===== src/rtl/l1_cache_assoc_controller.sv =====
// l1_cache_assoc_controller
// Set-associative write-back L1 cache controller. Resolves hits from the
// per-way compare vectors, picks a victim per set (first invalid way, else a
// per-set round-robin pointer), and runs multi-beat write-back and refill
// bursts to external memory while stalling the CPU.
// Optional feature: define L1_CACHE_PERF_CNT_EN to enable the saturating
// hit/miss performance counters; otherwise both counter ports read 0.
module l1_cache_assoc_controller #(
    parameter int WAYS       = 2,
    parameter int SETS       = 64,
    parameter int LINE_WORDS = 4,
    localparam int WW = (WAYS > 2) ? $clog2(WAYS) : 1,
    localparam int SW = $clog2(SETS),
    localparam int BW = $clog2(LINE_WORDS)
) (
    input  logic            clk,
    input  logic            rst,
    input  logic            req,
    input  logic            req_we,
    input  logic [SW-1:0]   set_idx,
    input  logic [WAYS-1:0] way_valid,
    input  logic [WAYS-1:0] way_hit,
    input  logic [WAYS-1:0] way_dirty,
    input  logic            mem_ack,
    output logic            sram_cs,
    output logic            sram_we,
    output logic [WW-1:0]   sram_way,
    output logic [BW-1:0]   sram_word,
    output logic            tag_we,
    output logic            dirty_set,
    output logic            stall,
    output logic            mem_cs,
    output logic            mem_we,
    output logic            mem_wb,
    output logic [BW-1:0]   mem_word,
    output logic [31:0]     hit_count,
    output logic [31:0]     miss_count
);

    typedef enum logic [1:0] {
        IDLE,
        COMPARE,
        WRITE_BACK,
        ALLOCATE
    } state_t;

    localparam logic [BW-1:0] LAST_BEAT = BW'(LINE_WORDS - 1);

    state_t        state;
    state_t        state_next;
    logic [BW-1:0] beat;
    logic [WW-1:0] victim;
    logic [SW-1:0] miss_set;
    logic [WW-1:0] rr_ptr [SETS];

    logic          hit;
    logic [WW-1:0] hit_way;
    logic [WW-1:0] victim_sel;
    logic          victim_dirty;
    logic          last_ack;
    logic          compare_miss;

    assign hit          = |way_hit;
    assign last_ack     = mem_ack && (beat == LAST_BEAT);
    assign compare_miss = (state == COMPARE) && req && !hit;
    assign victim_dirty = way_valid[victim_sel] && way_dirty[victim_sel];

    // Lowest-index hitting way wins; multiple hits are tolerated silently
    always_comb begin
        hit_way = '0;
        for (int i = WAYS - 1; i >= 0; i--) begin
            if (way_hit[i]) begin
                hit_way = WW'(i);
            end
        end
    end

    // Victim choice: lowest invalid way, falling back to the set's round-robin pointer
    always_comb begin
        victim_sel = rr_ptr[set_idx];
        for (int i = WAYS - 1; i >= 0; i--) begin
            if (!way_valid[i]) begin
                victim_sel = WW'(i);
            end
        end
    end

    // State register
    always_ff @(posedge clk or posedge rst) begin
        if (rst) begin
            state <= IDLE;
        end else begin
            state <= state_next;
        end
    end

    // Next-state and output decode; bursts always run to completion once started
    always_comb begin
        state_next = state;
        sram_cs    = 1'b0;
        sram_we    = 1'b0;
        sram_way   = victim;
        sram_word  = beat;
        tag_we     = 1'b0;
        dirty_set  = 1'b0;
        mem_cs     = 1'b0;
        mem_we     = 1'b0;
        mem_wb     = 1'b0;
        mem_word   = beat;
        case (state)
            IDLE: begin
                sram_cs = req;
                if (req) begin
                    state_next = COMPARE;
                end
            end
            COMPARE: begin
                sram_cs = req;
                if (!req) begin
                    state_next = IDLE;
                end else if (hit) begin
                    sram_way   = hit_way;
                    sram_we    = req_we;
                    dirty_set  = req_we;
                    state_next = IDLE;
                end else begin
                    sram_way   = victim_sel;
                    state_next = victim_dirty ? WRITE_BACK : ALLOCATE;
                end
            end
            WRITE_BACK: begin
                sram_cs = 1'b1;
                mem_cs  = 1'b1;
                mem_we  = 1'b1;
                mem_wb  = 1'b1;
                if (last_ack) begin
                    state_next = ALLOCATE;
                end
            end
            ALLOCATE: begin
                sram_cs = 1'b1;
                mem_cs  = 1'b1;
                sram_we = mem_ack;
                if (last_ack) begin
                    tag_we     = 1'b1;
                    state_next = COMPARE;
                end
            end
            default: begin
                state_next = IDLE;
            end
        endcase
    end

    // CPU is released only in the cycle a request hits in COMPARE
    always_comb begin
        stall = req && !((state == COMPARE) && hit);
    end

    // Beat counter: cleared on entering a burst, advanced by each memory ack
    always_ff @(posedge clk or posedge rst) begin
        if (rst) begin
            beat <= '0;
        end else if (state == COMPARE) begin
            beat <= '0;
        end else if ((state == WRITE_BACK || state == ALLOCATE) && mem_ack) begin
            beat <= beat + 1'b1;
        end
    end

    // Victim way and its set are captured on a miss and held for the bursts
    always_ff @(posedge clk or posedge rst) begin
        if (rst) begin
            victim   <= '0;
            miss_set <= '0;
        end else if (compare_miss) begin
            victim   <= victim_sel;
            miss_set <= set_idx;
        end
    end

    // Round-robin pointers advance only when a refill finishes
    always_ff @(posedge clk or posedge rst) begin
        if (rst) begin
            for (int i = 0; i < SETS; i++) begin
                rr_ptr[i] <= '0;
            end
        end else if ((state == ALLOCATE) && last_ack) begin
            rr_ptr[miss_set] <= rr_ptr[miss_set] + 1'b1;
        end
    end

`ifdef L1_CACHE_PERF_CNT_EN
    logic [31:0] hit_cnt;
    logic [31:0] miss_cnt;
    logic        recompare;

    // Saturating hit/miss counters; the hit after a refill is not counted
    always_ff @(posedge clk or posedge rst) begin
        if (rst) begin
            hit_cnt   <= '0;
            miss_cnt  <= '0;
            recompare <= 1'b0;
        end else begin
            recompare <= (state == ALLOCATE) && last_ack;
            if ((state == COMPARE) && req && hit && !recompare && (hit_cnt != '1)) begin
                hit_cnt <= hit_cnt + 32'd1;
            end
            if (compare_miss && (miss_cnt != '1)) begin
                miss_cnt <= miss_cnt + 32'd1;
            end
        end
    end

    assign hit_count  = hit_cnt;
    assign miss_count = miss_cnt;
`else
    assign hit_count  = '0;
    assign miss_count = '0;
`endif

endmodule


===== config.mk =====
export PLATFORM = sky130hd
export DESIGN_NAME = l1_cache_assoc_controller
export DESIGN_NICKNAME = d
export VERILOG_FILES = /design/src/rtl/l1_cache_assoc_controller.sv
export SDC_FILE = /design/constraint.sdc
export NUM_CORES = 1
export LEC_CHECK = 0
export ABC_AREA = 1
export CELL_PAD_IN_SITES_DETAIL_PLACEMENT = 0
export CELL_PAD_IN_SITES_GLOBAL_PLACEMENT = 1
export CORE_MARGIN = 2
export CORE_UTILIZATION = 34
export CTS_CLUSTER_DIAMETER = 100
export CTS_CLUSTER_SIZE = 25
export DETAILED_ROUTE_END_ITERATION = 10
export GPL_TIMING_DRIVEN = 0
export PLACE_DENSITY = 0.73
export SLEW_MARGIN = 10
export SYNTH_ARGS = -nofsm -noshare
export SYNTH_HDL_FRONTEND = slang
export SYNTH_SLANG_ARGS = --single-unit

===== constraint.sdc =====
create_clock -name clk -period 2.3 [get_ports clk]
set_clock_uncertainty 0.1 [all_clocks]
set_input_delay 0.46 -clock clk [delete_from_list [all_inputs] [get_ports clk]]
set_output_delay 0.46 -clock clk [all_outputs]
set_load 0.01 [all_outputs]

======== Yosys cells after proc, flatten, opt, wreduce, memory -nomap -nowiden ========
Cells that the tools add are included.
storage, ports and cells
  output and inout port bits .............. 77
  word-level logic and storage cells ...... 139
  input bits .............................. 17
  register bits after elaboration ......... 75
operators by class
  equal/unequal tests ..................... 7
  add/subtract/negate cells ............... 2
  order comparisons ....................... 4
  reduce and logical (&&, ||, !) cells .... 18
  bitwise logic cells ..................... 2
  multiplexer cells ....................... 38
operators with widths
  operator                                                                      count
  64-bit bitwise mux                                                            1
  1-bit 2-to-1 mux                                                              24
  7-bit >= comparator, second input constant                                    2
  2-bit 2-to-1 mux                                                              7
  6-bit NOT with 7-bit output                                                   2
  1-bit binary-select mux with 6-bit select                                     2
  1-bit logical AND                                                             9
  2-bit one-hot mux with 4 select lines                                         1
  7-bit by 1-bit less-than comparator with 1-bit output, second input constant  1
  1-bit demux with 6-bit select                                                 1
  2-bit equality test, second input constant                                    3
  2-bit inequality test, second input constant                                  3
  2-bit OR reduction                                                            3
  1-bit one-hot mux with 2 select lines                                         2
  3-bit AND reduction                                                           1
  2-bit by 1-bit adder with 2-bit output, second input constant                 1
  2-bit by 1-bit equality test with 1-bit output, second input constant         1
  1-bit zero test                                                               2
  2-bit zero test                                                               1
  1-bit by 2-bit less-than comparator with 1-bit output, second input constant  1
  2-bit nonzero test                                                            1
  1-bit adder, second input constant                                            1
  1-bit logical OR                                                              1

======== Depth between registers and ports, before layout ========
Gate-level depths: netlist of the first run.
  depth in word-level cells ............... 13
  gate-level depth with buffers ........... 16
  depth with buffers taken out ............ 14

======== Worst setup path after synthesis of the first run ========
OpenSTA, ideal clock, no wires.
  path kind ............................... input-to-output
  from .................................... input port set_idx[1]
  to ...................................... output port sram_way
  path slack .............................. -0.115 ns
  path buffers ............................ 2
  stages on the path ...................... 14
  data arrival time ....................... 1.855 ns
  data required time ...................... 1.740 ns
  cells stage by stage .................... buf_2 -> inv_1 -> clkbuf_1 -> nand3_1 -> nand3_1 -> nand2_1 -> nand2_1 -> nand3_1 -> nand3b_1 -> nand3_1 -> nand2_1 -> inv_1 -> o21ai_0 -> nand2_1
between the ends
  longest elaborated chain between the ends .. 9
RTL lines
  what                                                  RTL line  source
  start: declaration                                    20        input logic [SW-1:0] set_idx,
  6-bit NOT with 7-bit output (implied by the code)     80        victim_sel = rr_ptr[set_idx];
  1-bit binary-select mux with 6-bit select             80
  1-bit 2-to-1 mux (implied by the code) (2 in series)  80
  1-bit 2-to-1 mux (2 in series)                        82        if (!way_valid[i]) begin
  1-bit 2-to-1 mux                                      121       end else if (hit) begin
  1-bit 2-to-1 mux                                      119       if (!req) begin
  1-bit 2-to-1 mux                                      110       case (state)
  end: declaration                                      27        output logic [WW-1:0] sram_way,
No other way between the ends. The select of a mux whose other input is x is not followed.

======== Worst setup path after layout of the first run ========
Same ends and word-level chain as after synthesis.

==> summary by stage, run 1 <==
Global route
The number of global-route vias before repair is 5348. For this run, global-route usage on met2 was measured as 0.404. In this run the most used layer during global routing was met2.

The first-pass GRT wire length is 30600 µm. The initial antenna violation count is 0. Entering global routing, the biggest net connects 36 pins.

For met1 alone, demand over resource in global routing was 0.322. In the global route stage, met3 resource usage came out at 0.0498. Summed over all layers, the global routing overflow is 0. The overall global routing resource usage is 0.253.

Worst setup path
In this run the critical register-to-register path is launched from miss_set[2]. Traced cell by cell, the critical path runs through buf_12 > clkinvlp_4 > buf_8 > nand3_1 > nand3_2 > nand2_2 > nand2_1 > nand3_1 > nand3b_1 > nand3_2 > nand2_2 > inv_1 > o21ai_1 > nand2_1 > buf_2. The reg-to-reg endpoint is rr_ptr[26].

Among all stages on the critical path, the largest delay is contributed by buf_8. The data arrival time of the worst path is 1890 ps. In this run the worst path has a maximum fanout of 6. By startpoint and endpoint, the worst setup path is classified as input port to primary output. Data on the critical path is required at its endpoint by 1740 ps. The path depth of the worst reg2reg path is 12. Together, buffers and inverters on the worst path number 5. On the worst path, the slowest cell contributes a delay of 170 ps.

The minimum setup slack among reg-to-reg paths is -20 ps. The kind of cell adding the most delay to the critical path is simple AND/OR/NAND/NOR gates. The type of element launching the critical path is an input port.

The critical path endpoint category is a primary output.

Synth
After synthesis the cells add up to 5160 µm². The synthesized design contains 0 enable-type register cells. In this run, synthesis produced a sequential element count of 75. The number of warnings issued by yosys is 0. The average cell area after synthesis is 6.96 µm². The async set-reset flop share out of synthesis is 1.00. The most used flip-flop cell after synthesis is dfrtp_1. The register area share after synthesis is 0.363. After technology mapping, the gate count stands at 742. The count of unique library cells instantiated by Yosys is 33.

Clock tree
Hold repair after CTS inserted 0 buffers. The total clock sinks is 75. The clock passes through at most 2 buffers.

The number of clock buffers added by TritonCTS is 9. The cell sitting at the root of the clock tree is a clkbuf_16. The number of levels in the clock H-tree is 3. For the worst-skew pair, the clock arrives at the later sink with an insertion delay of 350 ps. The clock slew at the register clock pins of the worst setup and hold paths is 60 ps.

The TritonCTS clock tree is built.

Route
The final route contains 5768 vias. The number of DRC markers in iteration 0 is 579. In the routed layout, each cell is associated on average with a via count of 5.24.

The final antenna-violating net count is 0. For this block, the routed nets add up to 21200 µm of wire. The iteration count of the initial detailed-routing pass is 5. The number of design rule violations left after detail routing is 0. Dividing the detail-routed wire length by the instance count gives 19.2 µm.

Floorplan
The die width is 127 µm. The floorplan row count is 45. The core box area is 15000 µm². The floorplan die area is 16200 µm². Measured along the y axis, the die boundary spans 127 µm. For this configuration, the core starts out at a cell density of 0.344. The top-level I/O count is 94.

Timing
Headroom to the max-slew limit came out at 0.557. The least setup slack across all paths after layout is -147 ps. At the pin with the least slew margin, the transition time is 660 ps.

In the finished design, the share of the clock period the worst path needs comes to 1.06. The time the final worst path needs with I/O delays and setup is 2450 ps. Setup repair after global routing could not meet its margin everywhere.

The number of endpoints with negative hold slack in the final report is 0. The highest clock rate is 409 MHz. The final count of negative-setup-slack endpoints is 23. The final max-slew violation count was 0.

Cells and area
The relative area change from synthesis to final layout is 53.9%. The summed area of non-filler cells in the final layout is 7950 µm². Once layout is complete, the cells apart from fillers number 1100. For this run, the post-layout net count is 931.

The fraction of final layout cells with drive strength greater than 1 is 0.370. The repair_antennas step left the layout with diodes totalling 0. The filler cells instantiated in the layout total 1439.

Min path
The worst hold path begins at set_idx[2]. The worst hold-check path type is input port to register. Counting instances, the worst hold path has a depth of 3.

The worst-case hold path end point is miss_set[2].

Placement
The congestion estimate from routability-driven global placement came to 0.979. Buffers placed on the I/O ports in this run total 26. The placed cell count is 1021.

After detailed placement, the total cell area comes to 5950 µm². The total half-perimeter wirelength after legalization and detailed placement is 12900 µm.

Pwr
For this design the static power due to leakage is 3.88 nW. The worst-case IR drop observed on VDD is 0.652 mV. Power spread over the standard cell area amounts to 1050 nW/µm². The power after layout is 8.33 mW.

Job
The max-capacitance violation count is 0.

Run status
The final reports fail on setup timing. The run finished, with violations left.
[kinds of logic (layout without fill, tap and decap cells)]
group	Yosys count	count (layout)	share of synthesized area
simple gates	363	364	0.310
buf+inv	185	291	0.195
compound gates	113	113	0.119
flops	75	75	0.363
fa+ha+maj	5	5	0.0121
other cells	1	64	0.000726
[layout by cell type (no fill, tap or decap), types with 12 or more instances in the layout]
cell and n:
nand3_1 51, nor3_2 29, nand2_2 28, buf_4 110, inv_1 72, nand3_2 31, dfrtp_1 70, o21ai_0 37
buf_6 15, o21ai_1 35, nor2_1 18, o22ai_1 12, nor3_1 21, nand2_1 149, conb_1 64, clkbuf_16 18
clkdlybuf4s50_1 19
[Yosys cell counts, drive strengths merged (14+ instances only)]
cell | instances | area [µm²]
nand2 | 188 | 716
nand3 | 87 | 435
buf | 85 | 632
inv | 85 | 319
o21ai | 83 | 415
dfrtp | 75 | 1880
nor3 | 54 | 285
nor2 | 25 | 106
o22ai | 17 | 106
clkbuf | 14 | 52.6
[flip-flops by register name (all words and copies together) (netlist names)]
name and flops:
state 2, miss_set 6, mem_word 2, victim 1
rr_ptr 64
[metrics by stage]
step	utilization	worst slack [ps]	hold WS (ps)	setup TNS [ps]
after floorplan	-	9.52	353	0
after global placement	0.393	-1300	377	-37970
after detailed placement	0.396	-1280	388	-28500
after CTS	0.472	-134	341	-244
after global routing	0.529	-243	380	-2820
final	0.529	-147	353	-414
[worst register-to-register path, cell delays in order, from the launching register on]
cell	delay (ps)
dfrtp_2	490
nor2_4	230
nand2_8	110
buf_12	170
o221ai_1	250
nor3_2	80
o21ai_2	180
nor2_2	80
buf_4	160
nand2_8	120
buf_6	150
nand3_2	70
nand2_2	100
[layer usage]
metal,vias to the layer above,routed length (µm)
li1,2639,-
met1,2735,8580
met2,314,9760
met3,80,1730
met4,0,1100
met5,-,0
[power breakdown]
group | switching (mW) | internal [mW] | total (mW) | leakage [nW]
clock | 0.560 | 0.721 | 1.28 | 0.117
sequential | 0.174 | 1.43 | 1.60 | 0.817
combinational | 3.05 | 2.39 | 5.44 | 2.95
total | 3.79 | 4.54 | 8.33 | 3.88
[how the worst max path moves through the flow]
| stage | end | from | depth (start not counted) |
|---|---|---|---|
| CTS | sram_way | set_idx[0] | 16 |
| floorplan | sram_way | set_idx[1] | 14 |
| global route | sram_way | rr_ptr[25] | 13 |
| finish | sram_way | set_idx[1] | 15 |
| detailed placement | sram_way | set_idx[2] | 13 |
| global placement | sram_way | set_idx[2] | 13 |
[cell type report]
| cell class | count | area (µm²) | share of cell area |
|---|---|---|---|
| Multi-Input combinational cell | 546 | 3280 | 0.412 |
| Sequential cell | 75 | 1880 | 0.237 |
| Timing Repair Buffer | 92 | 936 | 0.118 |
| Tap cell | 188 | 235 | 0.0296 |
| Buffer | 99 | 1010 | 0.127 |
| Inverter | 86 | 360 | 0.0453 |
| Clock buffer | 14 | 244 | 0.0307 |
[what timing repair did]
item	in CTS	in global routing
hold endpoints to repair	0	0
endpoints found under the setup margin	73	70
gates resized for setup	150	167
pin swaps	27	41
cloned	10	2
setup buffers	33	21
Power figures use the tool's default switching activity.
==> run 2: changes to the inputs <==
--- a/config.mk
+++ b/config.mk
@@ -9,12 +9,13 @@
 export CELL_PAD_IN_SITES_DETAIL_PLACEMENT = 0
 export CELL_PAD_IN_SITES_GLOBAL_PLACEMENT = 1
 export CORE_MARGIN = 2
-export CORE_UTILIZATION = 34
+export CORE_UTILIZATION = 35
+export CTS_BUF_LIST = sky130_fd_sc_hd__clkbuf_2
 export CTS_CLUSTER_DIAMETER = 100
 export CTS_CLUSTER_SIZE = 25
 export DETAILED_ROUTE_END_ITERATION = 10
 export GPL_TIMING_DRIVEN = 0
-export PLACE_DENSITY = 0.73
+export PLACE_DENSITY = 0.75
 export SLEW_MARGIN = 10
 export SYNTH_ARGS = -nofsm -noshare
 export SYNTH_HDL_FRONTEND = slang
==> run 2 against run 1 <==
The flow still finishes with violations (setup timing). Critical endpoint unchanged. Critical path type unchanged. Largest power group unchanged. Final cell count increased by 2.5%. Sequential power about the same. Worst setup slack got worse by 300 ps.
==> summary by stage, run 2 (same netlist as run 1, synthesis figures left out) <==
Cells and area
The summed area of non-filler cells in the final layout was 7920 µm² (-0.39%). The net count of the finished layout is 960 (+3.1%). From synthesis to final layout, the design area changed by 53.3%. The flip-flop count of the largest register after layout is 64 (unchanged). The register area came to 1880 µm² (about the same). The number of fill cells in the layout is 1338 (-7.0%). The number of standard cells in the final layout excluding fillers is 1127 (+2.5%). The register with the most flip-flops in the final layout is rr_ptr.

In the final layout, the registers with the most flip-flops are rr_ptr x64, miss_set x6. The area of combinational cells with multiple inputs was 3360 µm² (+2.6%). The fraction of final layout cells with drive strength greater than 1 was 0.418 (+0.0487). The post-route core utilization is 0.547 (+0.0181). In the layout the commonest cells are buf_4 (137), nand2_1 (132), inv_1 (70). The library cell used most frequently in the layout, excluding fill and tap cells, is buf_4.

Floorplan
The floorplan die area is 15700 µm² (-2.8%). The core box area is 14500 µm² (-3.7%). The top-level I/O count is 94 (unchanged). The floorplan row count was 44 (-2.2%). The vertical die dimension was 125 µm (-1.4%). The die width is 125 µm (-1.4%). The starting utilization of the core area was 0.357 (+0.0132).

Timing
Setup repair after global routing could not meet its margin everywhere. The worst relative slew slack is 0.484 (-0.0728). The number of endpoints with negative hold slack in the final report is 0 (unchanged).

The fraction of the cycle the final worst path needs was 1.20 (+0.131). The final sum of negative setup slack is -2930 ps (-2510 ps). The final count of negative-setup-slack endpoints is 39 (+70%).

The least setup slack across all paths after layout is -449 ps (-302 ps). The highest clock rate was 364 MHz (-11%). The final max-slew violation count came to 0 (unchanged).

The time the final worst path needs with I/O delays and setup is 2750 ps (+302 ps). The measured slew at the worst slew-check pin is 768 ps (+108 ps).

Worst setup path
The critical path's largest stage delay is 340 ps (+170 ps). The critical path goes through buf_2 > inv_1 > nand3_1 > nand2_2 > nand2_1 > nand3_1 > nand3b_1 > nand3_2 > nand2_2 > inv_2 > o21ai_1 > nand2_1 > buf_2. The critical path starts at set_idx[2]. The worst setup path is launched from an input port. STA classifies the critical path endpoint as a primary output. The data required time of the critical path was 1740 ps (about the same). The number of buffer and inverter stages on the critical path is 4 (-1). The data arrival time of the worst path is 2190 ps (+300 ps). The critical-path maximum fanout was 10 (+4). By startpoint and endpoint, the worst setup path is classified as input port to primary output. In this run the critical register-to-register path is launched from miss_set[2]. The kind of cell adding the most delay to the critical path is simple AND/OR/NAND/NOR gates.

The slowest stage of the critical path belongs to the cell inv_1.

Global route
The met2 layer usage reported by global route is 0.386 (-0.0185). The first-pass GRT wire length is 29600 µm (-3.1%). The initial antenna violation count came to 1 (+1). The number of global-route vias before repair is 5264 (-1.6%). The pin count of the biggest net entering global routing is 35 (-2.8%). The met1 capacity usage during global routing is 0.318 (-0.00358). The overall global routing resource usage is 0.244 (-0.00867).

The global routing stage identified its most utilized layer as met2. The total global routing overflow is 0 (unchanged). The global routing usage on met3 is 0.0569 (+0.00708).

Clock tree
The CTS buffer count was 9 (unchanged). The clock slew at the register clock pins of the worst setup and hold paths is 220 ps (+160 ps). The TritonCTS clock tree is built.

The later-pin clock latency in the skew report was 610 ps (+260 ps). CTS placed an instance of clkbuf_2 at the clock tree root. The number of levels in the clock H-tree is 3 (unchanged). The maximum buffer depth of the clock tree is 2 (unchanged). The total clock sinks came to 75 (unchanged).

Pwr
The power after layout was 8.18 mW (-1.8%). The worst voltage drop across the vdd grid is 0.708 mV (+8.7%). The power per unit of standard cell area was 1030 nW/µm² (-1.4%). The static leakage was 3.97 nW (+2.4%).

Run status
The checks that failed: setup timing. The flow ran to the end, but the final reports show violations.

Placement
The global placer's final weighted congestion is 0.907 (-7.4%). The area after detailed placement was 5950 µm² (about the same). The port buffer count was 26 (unchanged).

The placed cell count was 1017 (-0.39%). The total half-perimeter wirelength after legalization and detailed placement is 12200 µm (-5.1%).

Min path
The worst hold path belongs to the class input port to async pin.

Route
The final wirelength is 20400 µm (-3.9%). The number of design rule violations left after detail routing is 0 (unchanged). The mean number of vias per cell was 5.17 (-1.5%). The via count was 5823 (+0.95%). The wire length per cell after detailed routing is 18.1 µm (-6.2%).

The number of DRC markers in iteration 0 is 534 (-7.8%). The iteration count of the initial detailed-routing pass is 5 (unchanged). The final antenna-violating net count came to 0 (unchanged).

Job
The max-capacitance violation count is 0 (unchanged).
## run 2: worst reg2reg max path, cell delays in order, from the launching register on
cell	delay, ps
dfrtp_2	520
buf_4	170
nand3_4	140
buf_4	140
o22ai_1	60
nor2_1	130
nand2_1	90
nand2_1	130
o21ai_2	90
nor2_4	220
buf_12	160
nand2_8	80
buf_8	150
nand2_2	50
o21ai_1	50
## run 2: timing repair
item / 4_1_cts / 5_1_grt
cloned: 9 / 2
pin swaps: 18 / 45
buffers inserted: 53 / 32
endpoints found under the setup margin: 73 / 75
hold buffers: 0 / 0
gates resized for setup: 145 / 186
## run 2: final cells by class
class | count | share of cell area
antenna | 1 | 0.000316
buffer | 99 | 0.106
clock buffer | 10 | 0.00632
clock inverter | 5 | 0.00269
inverter | 86 | 0.0446
multi-input combinational | 547 | 0.424
sequential | 75 | 0.238
tap | 184 | 0.0291
timing repair buffer | 120 | 0.149
## run 2: report_power, final
group / total (mW) / internal [mW] / switching [mW]
logic: 5.97 / 2.65 / 3.31
registers: 1.60 / 1.43 / 0.167
clock network: 0.614 / 0.127 / 0.487
## run 2: through the flow
stage	setup WS, ps	hold slack (ps)
5_1_grt	-590	109
6_report	-449	110
3_5_place_dp	-1160	380
2_1_floorplan	9.52	353
3_3_place_gp	-1170	374
4_1_cts	-404	126
## run 2: metal layers
layer,vias to the layer above,part of all wire
met5,-,0
met4,0,0.045
met3,72,0.088
met2,324,0.48
met1,2714,0.39
li1,2713,-
## run 2: path summary, 6_finish.rpt
check                              end  slack (ps)  cells past startpoint
setup / recovery              sram_way        -450                     13
hold / removal               rr_ptr[6]         110                      2
setup reg to reg            rr_ptr[32]        -100                     14
hold reg to reg                 victim         420                      2
max in group asynchronous   rr_ptr[55]        1210                      4
min in group clk           miss_set[2]         190                      3
